--- src/rtl/sqrt_pkg.sv ---
// Shared constants for the Newton square-root
// sequencer and its state-to-control decoder.
package sqrt_pkg;

    typedef enum logic [3:0] {
        S0  = 4'd0,
        S1  = 4'd1,
        S2  = 4'd2,
        S3  = 4'd3,
        S4  = 4'd4,
        S5  = 4'd5,
        S6  = 4'd6,
        S7  = 4'd7,
        S8  = 4'd8,
        S9  = 4'd9,
        S10 = 4'd10
    } state_t;

    typedef enum logic [1:0] {
        ALU_ADD = 2'b00,
        ALU_SUB = 2'b01,
        ALU_DIV = 2'b10,
        ALU_ABS = 2'b11
    } alu_op_t;

    localparam logic [2:0] REG_N      = 3'd1;
    localparam logic [2:0] REG_X      = 3'd2;
    localparam logic [2:0] REG_ROOT   = 3'd3;
    localparam logic [2:0] REG_TEMP   = 3'd4;
    localparam logic [2:0] REG_CONST2 = 3'd5;
    localparam logic [2:0] REG_I      = 3'd6;

    function automatic logic is_legal(input logic [3:0] s);
        return s <= 4'd10;
    endfunction

endpackage

--- src/rtl/sqrt_state_seq_if.sv ---
// Handshake bundle between the sequencer and its
// requester / control decoder.
// master: drives start, alu_neg; sees state + status.
// slave : the sequencer itself.
interface sqrt_state_seq_if #(
    parameter int ITER_W = 5
);

    logic              start;
    logic              alu_neg;
    logic [3:0]        current_state;
    logic              busy;
    logic              done;
    logic [ITER_W-1:0] iter_count;
    logic              timeout;

    modport master (
        output start,
        output alu_neg,
        input  current_state,
        input  busy,
        input  done,
        input  iter_count,
        input  timeout
    );

    modport slave (
        input  start,
        input  alu_neg,
        output current_state,
        output busy,
        output done,
        output iter_count,
        output timeout
    );

endinterface

--- src/rtl/sqrt_iter_ctr.sv ---
// Iteration counter: clear on run start, bump on each
// S8 exit. at_limit only exists with SQRT_ITER_LIMIT_EN.
// Ports: clk, rst, clear, incr -> count, at_limit.
module sqrt_iter_ctr #(
    parameter int MAX_ITER = 16,
    parameter int ITER_W   = 5
) (
    input  logic              clk,
    input  logic              rst,
    input  logic              clear,
    input  logic              incr,
    output logic [ITER_W-1:0] count,
    output logic              at_limit
);

    always_ff @(posedge clk or posedge rst) begin
        if (rst) begin
            count <= '0;
        end else if (clear) begin
            count <= '0;
        end else if (incr) begin
            count <= count + 1'b1;
        end
    end

`ifdef SQRT_ITER_LIMIT_EN
    // True while evaluating the last permitted S8.
    assign at_limit = (count == ITER_W'(MAX_ITER - 1));
`else
    assign at_limit = 1'b0;
`endif

endmodule

--- src/rtl/sqrt_state_seq.sv ---
// Newton square-root sequencer FSM with start/busy/done
// handshake and iteration count.
// Ports: clk, rst (async, active high), bus (slave):
//   start, alu_neg in; current_state, busy, done,
//   iter_count, timeout out.
// Option: SQRT_ITER_LIMIT_EN forces exit after MAX_ITER
//   S8 checks and flags timeout.
module sqrt_state_seq
    import sqrt_pkg::*;
#(
    parameter int MAX_ITER = 16,
    parameter int ITER_W   = 5
) (
    input  logic            clk,
    input  logic            rst,
    sqrt_state_seq_if.slave bus
);

    if (MAX_ITER < 1 || MAX_ITER >= (1 << ITER_W)) begin : g_cfg_bad
        $error("ITER_W too narrow for MAX_ITER");
    end

    state_t state_q;
    state_t state_d;

    logic accept;
    logic leave_s8;
    logic at_limit;

    assign accept   = (state_q == S0) && bus.start;
    assign leave_s8 = (state_q == S8);

    sqrt_iter_ctr #(
        .MAX_ITER (MAX_ITER),
        .ITER_W   (ITER_W)
    ) u_ctr (
        .clk      (clk),
        .rst      (rst),
        .clear    (accept),
        .incr     (leave_s8),
        .count    (bus.iter_count),
        .at_limit (at_limit)
    );

    always_ff @(posedge clk or posedge rst) begin
        if (rst) begin
            state_q <= S0;
        end else begin
            state_q <= state_d;
        end
    end

    always_comb begin
        state_d = S0;
        unique case (state_q)
            S0:  state_d = bus.start ? S1 : S0;
            S1:  state_d = S2;
            S2:  state_d = S3;
            S3:  state_d = S4;
            S4:  state_d = S5;
            S5:  state_d = S6;
            S6:  state_d = S7;
            S7:  state_d = S8;
            // Converged, or out of iterations.
            S8:  state_d = (bus.alu_neg || at_limit) ? S10 : S9;
            S9:  state_d = S3;
            S10: state_d = S0;
            default: state_d = S0;
        endcase
    end

`ifdef SQRT_ITER_LIMIT_EN
    logic timeout_q;

    always_ff @(posedge clk or posedge rst) begin
        if (rst) begin
            timeout_q <= 1'b0;
        end else if (accept) begin
            timeout_q <= 1'b0;
        end else if (leave_s8 && !bus.alu_neg && at_limit) begin
            timeout_q <= 1'b1;
        end
    end
`endif

    // Moore outputs from the registered state only.
    always_comb begin
        bus.current_state = state_q;
        bus.busy          = is_legal(state_q) && (state_q != S0);
        bus.done          = (state_q == S10);
`ifdef SQRT_ITER_LIMIT_EN
        bus.timeout       = timeout_q;
`else
        bus.timeout       = 1'b0;
`endif
    end

endmodule

--- src/flat_wrapper.sv ---
// flat-port wrapper written by rule: the top's interface ports become plain ports
module sqrt_state_seq_flat import sqrt_pkg::*;
#(
    parameter int MAX_ITER = 16,
    parameter int ITER_W   = 5
)
  (clk, rst, bus_start, bus_alu_neg, bus_current_state, bus_busy, bus_done, bus_iter_count, bus_timeout);
  sqrt_state_seq_if #(.ITER_W(ITER_W)) bus_i ();
  input  logic clk;
  input  logic rst;
  input wire logic [$bits(bus_i.start)-1:0] bus_start;
  input wire logic [$bits(bus_i.alu_neg)-1:0] bus_alu_neg;
  output wire logic [$bits(bus_i.current_state)-1:0] bus_current_state;
  output wire logic [$bits(bus_i.busy)-1:0] bus_busy;
  output wire logic [$bits(bus_i.done)-1:0] bus_done;
  output wire logic [$bits(bus_i.iter_count)-1:0] bus_iter_count;
  output wire logic [$bits(bus_i.timeout)-1:0] bus_timeout;
  assign bus_i.start = bus_start;
  assign bus_i.alu_neg = bus_alu_neg;
  assign bus_current_state = bus_i.current_state;
  assign bus_busy = bus_i.busy;
  assign bus_done = bus_i.done;
  assign bus_iter_count = bus_i.iter_count;
  assign bus_timeout = bus_i.timeout;
  sqrt_state_seq #(.MAX_ITER(MAX_ITER), .ITER_W(ITER_W)) u_core (.clk(clk), .rst(rst), .bus(bus_i));
endmodule
--- config.mk ---
export PLATFORM = sky130hd
export DESIGN_NAME = sqrt_state_seq_flat
export DESIGN_NICKNAME = d
export VERILOG_FILES = /design/src/rtl/sqrt_pkg.sv /design/src/rtl/sqrt_state_seq_if.sv /design/src/rtl/sqrt_iter_ctr.sv /design/src/rtl/sqrt_state_seq.sv /design/src/flat_wrapper.sv
export SDC_FILE = /design/constraint.sdc
export NUM_CORES = 1
export LEC_CHECK = 0
export ABC_AREA = 1
export CAP_MARGIN = 20
export CORE_AREA = 3 3 40 42
export DETAILED_ROUTE_END_ITERATION = 6
export DIE_AREA = 0 0 43 45
export MAX_ROUTING_LAYER = met4
export PLACE_DENSITY = 0.7
export REMOVE_ABC_BUFFERS = 1
export SLEW_MARGIN = 15
export SYNTH_ARGS = -nofsm -noshare
export SYNTH_HDL_FRONTEND = slang
export SYNTH_SLANG_ARGS = --single-unit
--- constraint.sdc ---
create_clock -name clk -period 2.12 [get_ports clk]
set_input_delay 0.636 -clock clk [delete_from_list [all_inputs] [get_ports clk]]
set_output_delay 0.636 -clock clk [all_outputs]
set_load 0.02 [all_outputs]
==> flow_metrics.env, run 1 <==
export IMPL_hold_path_class="flop to flop"
export IMPL_num_antenna_cells=0
export IMPL_grtUsageTotal=0.1482
export IMPL_crit_arrival_ns=1.38
export IMPL_slowest_stage="clkdlybuf4s50_1"
export IMPL_layout_common_cells="nand2_1 (21), clkdlybuf4s50_1 (12), nand3_1 (11)"
export IMPL_core_area_um2=1285
export IMPL_yosys_top_cells_area="dfrtp_1 (40%), nand2_1 (14%), nand3_1 (9.7%), inv_1 (5.3%), nor2_1 (4.0%)"
export IMPL_setup_viol=0
export IMPL_vias=524
export IMPL_start_util=0.4411
export IMPL_crit_start="u_core.u_ctr.count[2]$_DFFE_PP0P_"
export IMPL_synthDominantCellAreaShare=0.3974
export IMPL_power_mw=1.049
export IMPL_routed_wl_um=1127
export IMPL_clkPwrFrac=0.120
export IMPL_pwr_share_comb=0.578
export IMPL_drc=0
export IMPL_grt_max_degree=10
export IMPL_critical_path_max_fanout=7
export IMPL_antenna_found_initial=0
export IMPL_wl_per_cell_um=10.15
export IMPL_rsz0062_at_grt="no"
export IMPL_syn_inst=75
export IMPL_critPathRequiredTime_ns=1.48
export IMPL_drive_gt1_frac=0.1875
export IMPL_rows=13
export IMPL_areaGrowthSynthToFinish_pct=35.54
export IMPL_p_leak_nw=0.4105
export IMPL_grt_pass1_vias=496
export IMPL_p_sw_frac=0.4614
export IMPL_synth_area_leader_cell="dfrtp_1"
export IMPL_clk_pin_slew_ns=0.06
export IMPL_post_dp_hpwl_um=914.8
export IMPL_dp_cells=107
export IMPL_cts_sinks=9
export IMPL_p_int_mw=0.5648
export IMPL_die_width_um=43
export IMPL_final_max_slew_violation_count=0
export IMPL_post_route_util=0.5979
export IMPL_cts_inserted_buffers=3
export IMPL_post_route_period_util=0.9492
export IMPL_setup_tns_ns=0
export IMPL_gp_congestion=0.7807
export IMPL_cpPeakStageDelay_ns=0.65
export IMPL_dr_first_iter_drc_count=5
export IMPL_fin_crit_ns=2.012
export IMPL_final_antenna_net_count=0
export IMPL_ys_seq_area_frac=0.3974
export IMPL_status="completed"
export IMPL_root_buffer="clkbuf_4"
export IMPL_h_tree_depth=1
export IMPL_ys_ff_latch=9
export IMPL_cts_tree="done"
export IMPL_nNetsFinal=102
export IMPL_min_delay_start="u_core.bus.current_state[1]$_DFF_PP0_"
export IMPL_grt_pass1_wl_um=2049
export IMPL_hold_viol_final=0
export IMPL_ir_drop_mv=0.8493
export IMPL_final_common_cell="nand2_1"
export IMPL_netSwitchingPower_mw=0.4837
export IMPL_boundaryPins=16
export IMPL_synth_cell_types=20
export IMPL_crit_chain="clkdlybuf4s50_1"
export IMPL_die_h_um=45
export IMPL_die_area_um2=1935
export IMPL_ys_warn_count=0
export IMPL_insertion_delay_ns=0.25
export IMPL_netlist_area_um2=566.8
export IMPL_power_density_nw_per_um2=1365
export IMPL_vias_per_cell=4.721
export IMPL_crit_family="buffers and inverters"
export IMPL_hold_buffers=0
export IMPL_firstDrtPassIters=4
export IMPL_cts_buffer_depth=2
export IMPL_seq_power_share=0.302
export IMPL_rr_startpoint="u_core.bus.current_state[1]$_DFF_PP0_"
export IMPL_endpoint_kind="primary output"
export IMPL_drv_cap=0
export IMPL_hold_ws_ns=0.5668
export IMPL_crit_path_start_kind="flop"
export IMPL_path_class="flop to primary output"
export IMPL_portBuffers=14
export IMPL_avgSynthCellArea_um2=7.557
export IMPL_max_freq_mhz=497.0
export IMPL_crit_buf_inv=1
export IMPL_finalClockSkew_ns=0.004399
export IMPL_fin_cells=111
export IMPL_grt_ovfl_total=0
[cells in the mapped netlist]
master    number
nand3_4        1
nand3_1       11
xor2_1         1
nand4_1        2
nor2_1         6
o21ai_0        3
inv_2          1
nor2_4         2
nand2_2        1
inv_1          8
and3_2         1
ha_1           1
conb_1         1
nand2_4        1
nor2_2         2
dfrtp_1        9
nand2_1       21
a21oi_1        1
buf_4          1
clkinv_4       1
[cells by family after synthesis]
group / Yosys count / synth area share
other: 1 / 0.006616
flip-flops: 9 / 0.3974
AND/OR/NAND/NOR: 48 / 0.4349
AO/OA/AOI/OAI: 4 / 0.03530
XOR/XNOR: 1 / 0.01546
buffers and inverters: 11 / 0.08830
adder cells (fa/ha/maj): 1 / 0.02207
[flip-flops by register name, summed over array words and instances, names as in the netlist]
name / count
u_core.u_ctr.count: 5
u_core.bus.current_state: 4
[power by group through the flow]
stage | Sequential (mW) | Clock, mW | Combinational (mW)
2_1_floorplan | 0.394 | 0 | 0.275
3_3_place_gp | 0.317 | 0 | 0.616
3_5_place_dp | 0.322 | 0 | 0.622
4_1_cts | 0.318 | 0.132 | 0.614
5_1_grt | 0.332 | 0.145 | 0.665
6_report | 0.317 | 0.126 | 0.606
[worst paths after layout]
| path | slack (ns) | end | depth (start not counted) |
|---|---|---|---|
| max | 0.11 | bus_iter_count[2] | 1 |
| min | 0.57 | u_core.bus.current_state[1]$_DFF_PP0_ | 3 |
| max reg2reg | 0.91 | u_core.u_ctr.count[0]$_DFFE_PP0P_ | 8 |
| min reg2reg | 0.57 | u_core.bus.current_state[1]$_DFF_PP0_ | 3 |
| max in group asynchronous | 1.22 | u_core.u_ctr.count[0]$_DFFE_PP0P_ | 2 |
| min in group asynchronous | 0.64 | u_core.u_ctr.count[2]$_DFFE_PP0P_ | 2 |
[final cells by class]
class                           count  area, um^2
Tap cell                           15       18.77
Clock buffer                        4       26.28
Timing Repair Buffer               18       163.9
Multi-Input combinational cell     55       291.5
Fill cell                         136       516.7
Sequential cell                     9       225.2
Inverter                           10       42.54
[repair_timing]
action | CTS | global route
setup endpoints to repair | 2 | 1
buffers inserted | 0 | 0
gates resized for setup | 2 | 2
cloned | 0 | 0
[metal layers]
metal | GRT usage | part of all wire | wire (um)
met5 | - | 0 | 0
met4 | 0.05422 | 0.013 | 15
met3 | 0.05976 | 0.044 | 50
met2 | 0.2186 | 0.47 | 532
met1 | 0.1836 | 0.47 | 527
[stage by stage]
| stage | setup WS [ns] | cell area, um^2 |
|---|---|---|
| after floorplan | 0.4360 | 559.3 |
| after global placement | 0.06482 | 748.2 |
| after detailed placement | 0.01967 | 748.2 |
| after CTS | 0.01211 | 772.0 |
| after global routing | 0.03118 | 768.2 |
| final | 0.1078 | 768.2 |
Note: power is estimated with default switching activity, not from simulation.
==> run 2: changes to the inputs <==
--- a/config.mk
+++ b/config.mk
@@ -7,10 +7,9 @@
 export LEC_CHECK = 0
 export ABC_AREA = 1
 export CAP_MARGIN = 20
-export CORE_AREA = 3 3 40 42
+export CORE_AREA = 2 2 39 41
 export DETAILED_ROUTE_END_ITERATION = 6
-export DIE_AREA = 0 0 43 45
-export MAX_ROUTING_LAYER = met4
+export DIE_AREA = 0 0 41 43
 export PLACE_DENSITY = 0.7
 export REMOVE_ABC_BUFFERS = 1
 export SLEW_MARGIN = 15
==> run 2 against run 1 <==
Effect of this change:
- non-clock buffer count grew 1
- clock power grew 6%
- final cell count grew 1.8%
- critical path depth is the same
- sequential power shrank 5%
- global-route usage grew 0.47 points
- utilization shrank 3.5 points
- routed wire length shrank 3.7%
- critical path type unchanged
- critical endpoint is now bus_current_state[2]
- largest cell class unchanged
- highest routed layer is now met3
==> flow_metrics.env, run 2 (synthesis gave the netlist of run 1 again) <==
export IMPL_final_max_slew_violation_count=0
export IMPL_firstDrtPassIters=3
export IMPL_dr_first_iter_drc_count=7
export IMPL_setup_viol=0
export IMPL_topRoutingLayerUsed="met3"
export IMPL_die_width_um=41
export IMPL_largest_reg_flops=5
export IMPL_grt_pass1_vias=450
export IMPL_critical_path_max_fanout=6
export IMPL_cts_sinks=9
export IMPL_finalClockSkew_ns=0.004642
export IMPL_gp_congestion=0.7403
export IMPL_p_leak_nw=0.4152
export IMPL_hold_buffers=0
export IMPL_drive_gt1_frac=0.2062
export IMPL_crit_family="buffers and inverters"
export IMPL_grt_max_degree=10
export IMPL_rr_endpoint="u_core.u_ctr.count[0]$_DFFE_PP0P_"
export IMPL_cp_depth=1
export IMPL_route_met2_wl_um=502
export IMPL_ir_drop_mv=0.5759
export IMPL_p_int_mw=0.5840
export IMPL_wl_met3_um=55
export IMPL_crit_chain="clkdlybuf4s50_1"
export IMPL_crit_start="u_core.bus.current_state[2]$_DFF_PP0_"
export IMPL_dpl_worst_slack_ns=0.04515
export IMPL_areaGrowthSynthToFinish_pct=37.53
export IMPL_power_density_nw_per_um2=1382
export IMPL_setup_tns_ns=0
export IMPL_grtUsageTotal=0.1528
export IMPL_max_freq_mhz=493.3
export IMPL_num_antenna_cells=0
export IMPL_die_area_um2=1763
export IMPL_p_sw_frac=0.4578
export IMPL_h_tree_depth=1
export IMPL_vias_per_cell=4.664
export IMPL_rr_startpoint="u_core.bus.current_state[1]$_DFF_PP0_"
export IMPL_core_area_um2=1384
export IMPL_grt_pass1_wl_um=1780
export IMPL_setup_slack_ns=0.09263
export IMPL_drv_cap=0
export IMPL_status="completed"
export IMPL_top_register="u_core.u_ctr.count"
export IMPL_seq_power_share=0.281
export IMPL_cp_endpoint="bus_current_state[2]"
export IMPL_cts_inserted_buffers=3
export IMPL_endpoint_kind="primary output"
export IMPL_root_buffer="clkbuf_4"
export IMPL_hold_path_class="flop to flop"
export IMPL_boundaryPins=16
export IMPL_slowest_stage="clkdlybuf4s50_1"
export IMPL_clk_pin_slew_ns=0.06
export IMPL_portBuffers=14
export IMPL_drt_met1_wl_um=527
export IMPL_layout_common_cells="nand2_1 (21), clkdlybuf4s50_1 (12), nand3_1 (11)"
export IMPL_cts_tree="done"
export IMPL_crit_arrival_ns=1.39
export IMPL_rows=14
export IMPL_r2r_slack_ns=0.91
export IMPL_antenna_found_initial=0
export IMPL_hold_viol_final=0
export IMPL_cpPeakStageDelay_ns=0.65
export IMPL_clkPwrFrac=0.123
export IMPL_die_h_um=43
export IMPL_pwr_share_comb=0.596
export IMPL_vias=527
export IMPL_crit_buf_inv=1
export IMPL_r2r_worst_path_cells=8
export IMPL_routed_wl_um=1085
export IMPL_nNetsFinal=103
export IMPL_final_common_cell="nand2_1"
export IMPL_start_util=0.4096
export IMPL_wl_per_cell_um=9.602
export IMPL_netSwitchingPower_mw=0.4931
export IMPL_cts_buffer_depth=2
export IMPL_post_dp_hpwl_um=854.3
export IMPL_final_antenna_net_count=0
export IMPL_drc=0
export IMPL_post_route_period_util=0.9563
export IMPL_rsz0062_at_grt="no"
export IMPL_critPathRequiredTime_ns=1.48
export IMPL_path_class="flop to primary output"
export IMPL_grt_ovfl_total=0
export IMPL_insertion_delay_ns=0.26
export IMPL_crit_path_start_kind="flop"
export IMPL_fin_crit_ns=2.027
-- run 2: routing by layer --
layer / vias to the layer above / GRT usage
li1: 280 / -
met1: 236 / 0.1914
met2: 11 / 0.2156
met3: 0 / 0.09424
met4: 0 / 0.04000
met5: - / 0
-- run 2: power groups by stage --
stage / clock network [mW] / registers (mW) / logic (mW)
3_3_place_gp: 0 / 0.311 / 0.625
3_5_place_dp: 0 / 0.314 / 0.634
4_1_cts: 0.137 / 0.303 / 0.645
2_1_floorplan: 0 / 0.394 / 0.275
6_report: 0.133 / 0.302 / 0.642
5_1_grt: 0.152 / 0.312 / 0.702
-- run 2: stage by stage --
step | cell area [um^2] | utilization | cells | hold slack (ns) | total power [mW]
2_1_floorplan | 559.3 | - | 74 | 0.4639 | 0.6690
3_3_place_gp | 749.5 | 0.5416 | 108 | 0.5381 | 0.9364
3_5_place_dp | 749.5 | 0.5416 | 108 | 0.5530 | 0.9481
4_1_cts | 782.0 | 0.5651 | 113 | 0.5675 | 1.085
5_1_grt | 779.5 | 0.5633 | 113 | 0.6229 | 1.166
6_report | 779.5 | 0.5633 | 113 | 0.5654 | 1.077
-- run 2: what timing repair did --
item,CTS,global route
buffers inserted,1,0
setup endpoints to repair,2,2
endpoints found under the hold margin,0,0
cloned,0,0
resized for setup,2,3
-- run 2: cell type report --
type	instances	area, um^2
fillers	127	604.3
multi-input cells	55	291.5
flip-flops and latches	9	225.2
repair buffers	19	172.7
inverters	10	42.54
clock buffers	3	22.52
well taps	16	20.02
clock inverters	1	5.005
-- run 2: worst min path at each step --
stage                     slack [ns]  cells past startpoint                                    end                         startpoint
after floorplan                 0.46                      1  u_core.bus.current_state[0]$_DFF_PP0_                                rst
after global placement          0.54                      2      u_core.u_ctr.count[4]$_DFFE_PP0P_  u_core.u_ctr.count[4]$_DFFE_PP0P_
after detailed placement        0.55                      2      u_core.u_ctr.count[4]$_DFFE_PP0P_  u_core.u_ctr.count[4]$_DFFE_PP0P_
after CTS                       0.57                      2      u_core.u_ctr.count[4]$_DFFE_PP0P_  u_core.u_ctr.count[4]$_DFFE_PP0P_
after global routing            0.62                      2      u_core.u_ctr.count[4]$_DFFE_PP0P_  u_core.u_ctr.count[4]$_DFFE_PP0P_
final                           0.57                      2      u_core.u_ctr.count[4]$_DFFE_PP0P_  u_core.u_ctr.count[4]$_DFFE_PP0P_
